<file path="src/rtl/vga_timing_gen.sv">
// VGA raster timing generator: pixel-enable divider, h/v counters, phase FSMs
// and registered sync/blank/coordinate outputs that all describe the same pixel.
module vga_timing_gen #(
   parameter int CW      = 11,
   parameter int HACTIVE = 640,
   parameter int HFP     = 16,
   parameter int HSYN    = 96,
   parameter int HBP     = 48,
   parameter int VACTIVE = 480,
   parameter int VFP     = 10,
   parameter int VSYN    = 2,
   parameter int VBP     = 33,
   parameter bit HS_POL  = 1'b0,
   parameter bit VS_POL  = 1'b0,
   parameter int CLKDIV  = 2
) (
   input  logic          i_clk,
   input  logic          i_rst_n,
   input  logic          i_en,
   output logic          o_pix_ce,
   output logic          o_hs,
   output logic          o_vs,
   output logic          o_blank_n,
   output logic          o_sync_n,
   output logic [CW-1:0] o_x,
   output logic [CW-1:0] o_y,
   output logic          o_sol,
   output logic          o_sof
);

   localparam int HTOT = HSYN + HBP + HACTIVE + HFP;
   localparam int HSS  = HSYN + HBP;
   localparam int HSE  = HSS + HACTIVE;
   localparam int VTOT = VSYN + VBP + VACTIVE + VFP;
   localparam int VSS  = VSYN + VBP;
   localparam int VSE  = VSS + VACTIVE;
   localparam int DW   = (CLKDIV > 1) ? $clog2(CLKDIV) : 1;
   localparam longint CMAX = (longint'(1) << CW) - 1;

   if (longint'(HTOT - 1) > CMAX || longint'(VTOT - 1) > CMAX) begin : g_cw_too_small
      $error("vga_timing_gen: CW too small for HTOT/VTOT");
   end
   if (CLKDIV < 1) begin : g_bad_clkdiv
      $error("vga_timing_gen: CLKDIV must be >= 1");
   end

   localparam logic [CW-1:0] H_LAST    = CW'(HTOT - 1);
   localparam logic [CW-1:0] HSYN_LAST = CW'(HSYN - 1);
   localparam logic [CW-1:0] HSS_LAST  = CW'(HSS - 1);
   localparam logic [CW-1:0] HSE_LAST  = CW'(HSE - 1);
   localparam logic [CW-1:0] HSS_C     = CW'(HSS);
   localparam logic [CW-1:0] V_LAST    = CW'(VTOT - 1);
   localparam logic [CW-1:0] VSYN_LAST = CW'(VSYN - 1);
   localparam logic [CW-1:0] VSS_LAST  = CW'(VSS - 1);
   localparam logic [CW-1:0] VSE_LAST  = CW'(VSE - 1);
   localparam logic [CW-1:0] VSS_C     = CW'(VSS);
   localparam logic [DW-1:0] DIV_LAST  = DW'(CLKDIV - 1);

   typedef enum logic [1:0] {SYNC, BP, ACTIVE, FP} phase_t;

   logic [DW-1:0] div_q, div_nxt;
   logic [CW-1:0] hcnt, vcnt, h_nxt, v_nxt;
   logic          tick, h_wrap, v_wrap;
   phase_t        hst, hst_nxt, vst, vst_nxt;

   // Next counter values; everything visible is decoded from these so that
   // the registered outputs line up with the registered counters.
   always_comb begin
      tick    = i_en && (div_q == DIV_LAST);
      div_nxt = div_q;
      if (i_en) div_nxt = tick ? '0 : div_q + DW'(1);
      h_wrap = tick && (hcnt == H_LAST);
      v_wrap = h_wrap && (vcnt == V_LAST);
      h_nxt  = hcnt;
      if (tick) h_nxt = h_wrap ? '0 : hcnt + CW'(1);
      v_nxt  = vcnt;
      if (h_wrap) v_nxt = v_wrap ? '0 : vcnt + CW'(1);
   end

   always_comb begin
      hst_nxt = hst;
      if (tick) begin
         case (hst)
            SYNC:    if (hcnt == HSYN_LAST) hst_nxt = BP;
            BP:      if (hcnt == HSS_LAST)  hst_nxt = ACTIVE;
            ACTIVE:  if (hcnt == HSE_LAST)  hst_nxt = FP;
            FP:      if (h_wrap)            hst_nxt = SYNC;
            default: hst_nxt = SYNC;
         endcase
      end
   end

   always_comb begin
      vst_nxt = vst;
      if (h_wrap) begin
         case (vst)
            SYNC:    if (vcnt == VSYN_LAST) vst_nxt = BP;
            BP:      if (vcnt == VSS_LAST)  vst_nxt = ACTIVE;
            ACTIVE:  if (vcnt == VSE_LAST)  vst_nxt = FP;
            FP:      if (v_wrap)            vst_nxt = SYNC;
            default: vst_nxt = SYNC;
         endcase
      end
   end

   always_ff @(posedge i_clk or negedge i_rst_n) begin
      if (!i_rst_n) begin
         hst <= SYNC;
         vst <= SYNC;
      end else begin
         hst <= hst_nxt;
         vst <= vst_nxt;
      end
   end

   always_ff @(posedge i_clk or negedge i_rst_n) begin
      if (!i_rst_n) begin
         div_q     <= '0;
         hcnt      <= '0;
         vcnt      <= '0;
         o_pix_ce  <= 1'b0;
         o_sol     <= 1'b0;
         o_sof     <= 1'b0;
         o_hs      <= HS_POL;
         o_vs      <= VS_POL;
         o_blank_n <= 1'b0;
         o_x       <= '0;
         o_y       <= '0;
      end else begin
         div_q     <= div_nxt;
         hcnt      <= h_nxt;
         vcnt      <= v_nxt;
         o_pix_ce  <= tick;
         o_sol     <= tick && (h_nxt == '0);
         o_sof     <= tick && (h_nxt == '0) && (v_nxt == '0);
         o_hs      <= (hst_nxt == SYNC) ? HS_POL : ~HS_POL;
         o_vs      <= (vst_nxt == SYNC) ? VS_POL : ~VS_POL;
         o_blank_n <= (hst_nxt == ACTIVE) && (vst_nxt == ACTIVE);
         o_x       <= (hst_nxt == ACTIVE) ? h_nxt - HSS_C : '0;
         o_y       <= (vst_nxt == ACTIVE) ? v_nxt - VSS_C : '0;
      end
   end

   assign o_sync_n = 1'b1;

endmodule

</file>
<file path="config.mk">
export PLATFORM = sky130hd
export DESIGN_NAME = vga_timing_gen
export DESIGN_NICKNAME = d
export VERILOG_FILES = /design/src/rtl/vga_timing_gen.sv
export SDC_FILE = /design/constraint.sdc
export NUM_CORES = 1
export LEC_CHECK = 0
export ABC_AREA = 1
export BUFFER_PORTS_ARGS = -buffer_cell sky130_fd_sc_hd__buf_2
export CAP_MARGIN = 20
export CORE_UTILIZATION = 50
export CTS_BUF_LIST = sky130_fd_sc_hd__clkbuf_16
export DETAILED_ROUTE_END_ITERATION = 10
export PLACE_DENSITY = 0.69
export REMOVE_ABC_BUFFERS = 1
export SLEW_MARGIN = 10
export SYNTH_ARGS = -nofsm -noshare
export SYNTH_HDL_FRONTEND = slang
export SYNTH_SLANG_ARGS = --single-unit
</file>
<file path="constraint.sdc">
create_clock -name i_clk -period 3.03 [get_ports i_clk]
set_clock_uncertainty 0.15 [all_clocks]
set_input_delay 0.4545 -clock i_clk [delete_from_list [all_inputs] [get_ports i_clk]]
set_output_delay 0.4545 -clock i_clk [all_outputs]
set_load 0.1 [all_outputs]
</file>
==> flow_summary.html <==
<table>
<tr><th>Metric</th><th>Value</th></tr>
<tr><th colspan="2">Run status</th></tr>
<tr><td>Result of the run</td><td>finished, final reports clean</td></tr>
<tr><th colspan="2">Placed design</th></tr>
<tr><td>Count of port buffers added during placement</td><td>30</td></tr>
<tr><td>Final GP Congestion</td><td>0.887</td></tr>
<tr><td>HPWL after detailed placement</td><td>4.82 mm</td></tr>
<tr><td>Pre-CTS worst setup slack</td><td>0.487 ns</td></tr>
<tr><th colspan="2">Detailed routing</th></tr>
<tr><td>Average wire per standard cell</td><td>around 13 um</td></tr>
<tr><td>Sum of met3 wire segment lengths after detailed routing</td><td>about 290 um</td></tr>
<tr><td>Avg Vias per Cell</td><td>5.11</td></tr>
<tr><td>Final wirelength</td><td>approximately 6.6 mm</td></tr>
<tr><td>Post-Route M1 WL</td><td>between 3 and 4 mm</td></tr>
<tr><td>Overall via count from detail_route</td><td>2,649</td></tr>
<tr><td>Router iterations before antenna repair</td><td>7</td></tr>
<tr><td>Amount of wire on met2 after detailed routing</td><td>2.85 mm</td></tr>
<tr><td>Count of antenna-violating nets left after detailed routing</td><td>0</td></tr>
<tr><td>Initial DRC count</td><td>around 250</td></tr>
<tr><td>Highest Signal Layer</td><td>met4</td></tr>
<tr><td>Number of design rule violations left after detail routing</td><td>0</td></tr>
<tr><th colspan="2">Power</th></tr>
<tr><td>Leak</td><td>1.87 nW</td></tr>
<tr><td>Clock network fraction of design power</td><td>between 20% and 30%</td></tr>
<tr><td>Fraction of power consumed by sequential logic</td><td>44.6%</td></tr>
<tr><td>Peak supply drop</td><td>around 0.36 mV</td></tr>
<tr><td>Switch Pwr</td><td>between 700 and 800 uW</td></tr>
<tr><td>Internal</td><td>about 1.3 mW</td></tr>
<tr><td>Share of power burned in combinational logic</td><td>26.6%</td></tr>
<tr><td>Overall Power</td><td>about 2.0 mW</td></tr>
<tr><td>Power density over the cells</td><td>roughly 570 nW/um^2</td></tr>
<tr><td>Proportion of total power due to net switching</td><td>37.3%</td></tr>
<tr><th colspan="2">Floorplanning</th></tr>
<tr><td>Chip Width</td><td>81.2 um</td></tr>
<tr><td>Effective utilization at floorplan</td><td>between 50% and 60%</td></tr>
<tr><td>Placeable core region</td><td>5990 sq um</td></tr>
<tr><td>Overall die area</td><td>between 6000 and 7000 sq um</td></tr>
<tr><td>Number of rows created at floorplan</td><td>28</td></tr>
<tr><td>Die height</td><td>81.2 um</td></tr>
<tr><td># IOs</td><td>32</td></tr>
<tr><th colspan="2">Yosys</th></tr>
<tr><td>Leading cell types by count after synthesis</td><td>85 x nand2_1, 66 x inv_1, 55 x dfrtp_1, 55 x nor2_1, 39 x nand3_1</td></tr>
<tr><td>Synth Area per Inst</td><td>7.73 sq um</td></tr>
<tr><td>Number of warnings issued by yosys</td><td>0</td></tr>
<tr><td>Dominant cell by count in the synthesized netlist</td><td>nand2_1</td></tr>
<tr><td>Area share of the largest cell type after synthesis</td><td>a little over two fifths</td></tr>
<tr><td>Post-synth ARST share</td><td>between 90% and 100%</td></tr>
<tr><td>Cells after Synth</td><td>~410</td></tr>
<tr><td>Part of the Yosys area used for sequential elements</td><td>roughly 44%</td></tr>
<tr><td>Yosys top cell by area</td><td>dfrtp_1</td></tr>
<tr><td>Register bit count reported by yosys</td><td>55</td></tr>
<tr><td>Number of synthesized flops with an enable pin</td><td>0</td></tr>
<tr><td>Most instantiated flip-flop cell in the synthesis netlist</td><td>dfrtp_1</td></tr>
<tr><td>Count of different cell masters after synthesis</td><td>35</td></tr>
<tr><td>Total standard cell area after synthesis</td><td>3140 sq um</td></tr>
<tr><td>Synth top area cells</td><td>dfrtp_1 44%, nand2_1 10%, inv_1 7.9%</td></tr>
<tr><th colspan="2">Global routing</th></tr>
<tr><td>Pin count of the biggest net entering global routing</td><td>between 50 and 60</td></tr>
<tr><td>Antenna violations before repair</td><td>0</td></tr>
<tr><td>Wire length of the first global-routing pass</td><td>roughly 11 mm</td></tr>
<tr><td>Vias in the first global route</td><td>roughly 2,300</td></tr>
<tr><td>Gr ovfl total</td><td>0</td></tr>
<tr><td>Global-route usage over all layers</td><td>a little over a fifth</td></tr>
<tr><th colspan="2">Timing</th></tr>
<tr><td>Setup Viol. Count Final</td><td>0</td></tr>
<tr><td>Post-route clock period utilization</td><td>approximately four fifths</td></tr>
<tr><td>Fin. Hold Viols</td><td>0</td></tr>
<tr><td>Setup tns final</td><td>0 ns</td></tr>
<tr><td>Minimum hold slack</td><td>approximately 0.13 ns</td></tr>
<tr><td>Slew margin rel.</td><td>54.9%</td></tr>
<tr><td>Fin crit period</td><td>2.46 ns</td></tr>
<tr><td>Final worst-path setup slack</td><td>about 0.57 ns</td></tr>
<tr><td>Number of max-slew violations in the final report</td><td>0</td></tr>
<tr><td>Timing-limited maximum frequency</td><td>approximately 0.41 GHz</td></tr>
<tr><td>Unrepaired setup endpoints after global routing</td><td>no</td></tr>
<tr><td>Slew at the pin closest to its max-slew limit</td><td>slightly below 0.7 ns</td></tr>
<tr><th colspan="2">Finish</th></tr>
<tr><td>Layout-stage area growth over the synthesis result</td><td>12.1%</td></tr>
<tr><td>Antenna Cells</td><td>0</td></tr>
<tr><td>Number of nets in the final layout</td><td>roughly 450</td></tr>
<tr><td>Share of post-route cells with drive strength above 1</td><td>a little under a fifth</td></tr>
<tr><td>Final-layout fill cell count</td><td>~530</td></tr>
<tr><th colspan="2">Clock tree</th></tr>
<tr><td>H-tree depth reported by CTS</td><td>2</td></tr>
<tr><td>Number of setup buffers added after CTS</td><td>0</td></tr>
<tr><td>Worst-path clk slew</td><td>approximately 0.07 ns</td></tr>
<tr><td>Insertion delay of the later-clocked pin in the worst-skew pair</td><td>0.29 ns</td></tr>
<tr><td>Clock root buffer</td><td>clkbuf_16</td></tr>
<tr><td>Post-CTS sizing</td><td>0</td></tr>
<tr><td>Number of buffers inserted during clock tree synthesis</td><td>5</td></tr>
<tr><td>CTS hold repair buffers</td><td>0</td></tr>
<tr><td>CTS tree</td><td>built</td></tr>
<tr><td>Clock Sinks</td><td>55</td></tr>
<tr><td>CTS Buffer Depth</td><td>2</td></tr>
<tr><th colspan="2">Worst setup path</th></tr>
<tr><td>Setup crit start kind</td><td>register</td></tr>
<tr><td>CP max-delay cell</td><td>dfrtp_1</td></tr>
<tr><td>Buffers and inverters on the worst path</td><td>1</td></tr>
<tr><td>Cell-by-cell listing of the critical path</td><td>ha_1, nand3_2, nor2_4, nand2_2, nand2_1, nand2_1, ha_1, inv_1, nand4_1, nand2_1, nand3_1, nand2_1, nor2_1</td></tr>
<tr><td>Critical path class</td><td>reg -&gt; reg</td></tr>
<tr><td>CP Max Fanout</td><td>11</td></tr>
<tr><td>Worst path depth</td><td>13</td></tr>
<tr><td>Max incr delay on CP</td><td>0.39 ns</td></tr>
<tr><td>Crit. End Element</td><td>register</td></tr>
<tr><td>Most used cell, CP</td><td>nand2_1</td></tr>
<tr><td>WP data required</td><td>slightly above 3 ns</td></tr>
<tr><td>R2R cell count</td><td>13</td></tr>
<tr><td>Crit path arrival time</td><td>2.50 ns</td></tr>
<tr><td>Largest delay share family, worst path</td><td>simple AND/OR/NAND/NOR gates</td></tr>
<tr><th colspan="2">Worst hold path</th></tr>
<tr><td>HP Class</td><td>in -&gt; async</td></tr>
<tr><th colspan="2">Flow run</th></tr>
<tr><td>Maximum Capacitance Violations</td><td>0</td></tr>
</table>
worst register-to-register path, delay by kind of cell, from the launching register on:
family | cells | cell delay (ns)
buffers and inverters | 1 | 0.09
adders and majority gates | 2 | 0.46
DFF | 1 | 0.39
and+or+nand+nor | 10 | 1.26
placed cells by master (no fill, tap or decap), types with 2 or more instances in the layout:
cell        n
nand2_1    85
inv_1      66
nor2_1     55
dfrtp_1    55
nand3_1    39
buf_2      30
nor3_1     14
nand4_1    11
nand2_2    10
a21oi_1     8
ha_1        8
o21ai_0     6
nand3_2     6
o21ai_1     5
nor2_4      5
clkbuf_16   5
inv_2       3
nor2_2      3
nand2_4     3
xor2_1      3
nand4_2     2
o21ai_2     2
nor3_2      2
clkinv_4    2
nor3b_2     2
buf_4       2
kinds of logic after synthesis:
group / count (synthesis) / synth area share, %
other: 1 / 0.120
buffers and inverters: 74 / 9.45
and+or+nand+nor: 238 / 37.4
DFF: 55 / 43.9
xor gates and xnor gates: 3 / 0.838
AOI/OAI and AO/OA: 27 / 5.11
adders and majority gates: 8 / 3.19
per-layer routing:
metal,track usage (%),vias up
met5,0,-
met4,3.21,0
met3,3.71,5
met2,32.7,69
met1,33.9,1215
li1,-,1360
power by group through the flow:
| stage | clock, mW | combinational (mW) | sequential, mW |
|---|---|---|---|
| global placement | 0 | 0.530 | 0.909 |
| floorplan | 0 | 0.385 | 0.930 |
| global route | 0.613 | 0.611 | 0.908 |
| finish | 0.579 | 0.536 | 0.898 |
| CTS | 0.585 | 0.536 | 0.896 |
| detailed placement | 0 | 0.533 | 0.909 |
path summary, 6_finish.rpt:
path                              start  endpoint  slack [ns]
worst max-delay path            hcnt[0]   o_y[10]        0.57
max in group asynchronous       i_rst_n   vcnt[9]        2.14
min in group i_clk                 i_en     div_q        0.28
worst min register to register    div_q     div_q        0.38
worst max register to register  hcnt[0]   o_y[10]        0.57
worst min-delay path            i_rst_n    o_x[2]        0.13
sequential cells by signal, summed over array words and instances, names as in the netlist:
| signal | flops |
|---|---|
| div_q | 1 |
| hcnt | 11 |
| hst | 2 |
| o_blank_n | 1 |
| o_hs | 1 |
| o_pix_ce | 1 |
| o_sof | 1 |
| o_sol | 1 |
| o_vs | 1 |
| o_x | 11 |
| o_y | 11 |
| vcnt | 11 |
| vst | 2 |
final cells by class:
class / count / area [sq um] / area share [%]
Multi-Input combinational cell: 277 / 1460 / 41.6
Sequential cell: 55 / 1380 / 39.1
Inverter: 71 / 273 / 7.76
Timing Repair Buffer: 32 / 165 / 4.70
Clock buffer: 5 / 125 / 3.56
Tap cell: 75 / 93.8 / 2.67
Clock inverter: 3 / 20.0 / 0.569
metrics by stage:
stage / std cells / instance area, sq um / utilization (%)
2_1_floorplan: 403 / 3110 / -
3_3_place_gp: 510 / 3370 / 56.3
3_5_place_dp: 510 / 3370 / 56.3
4_1_cts: 518 / 3520 / 58.7
5_1_grt: 518 / 3520 / 58.7
6_report: 518 / 3520 / 58.7
(Power assumes the default switching activity.)
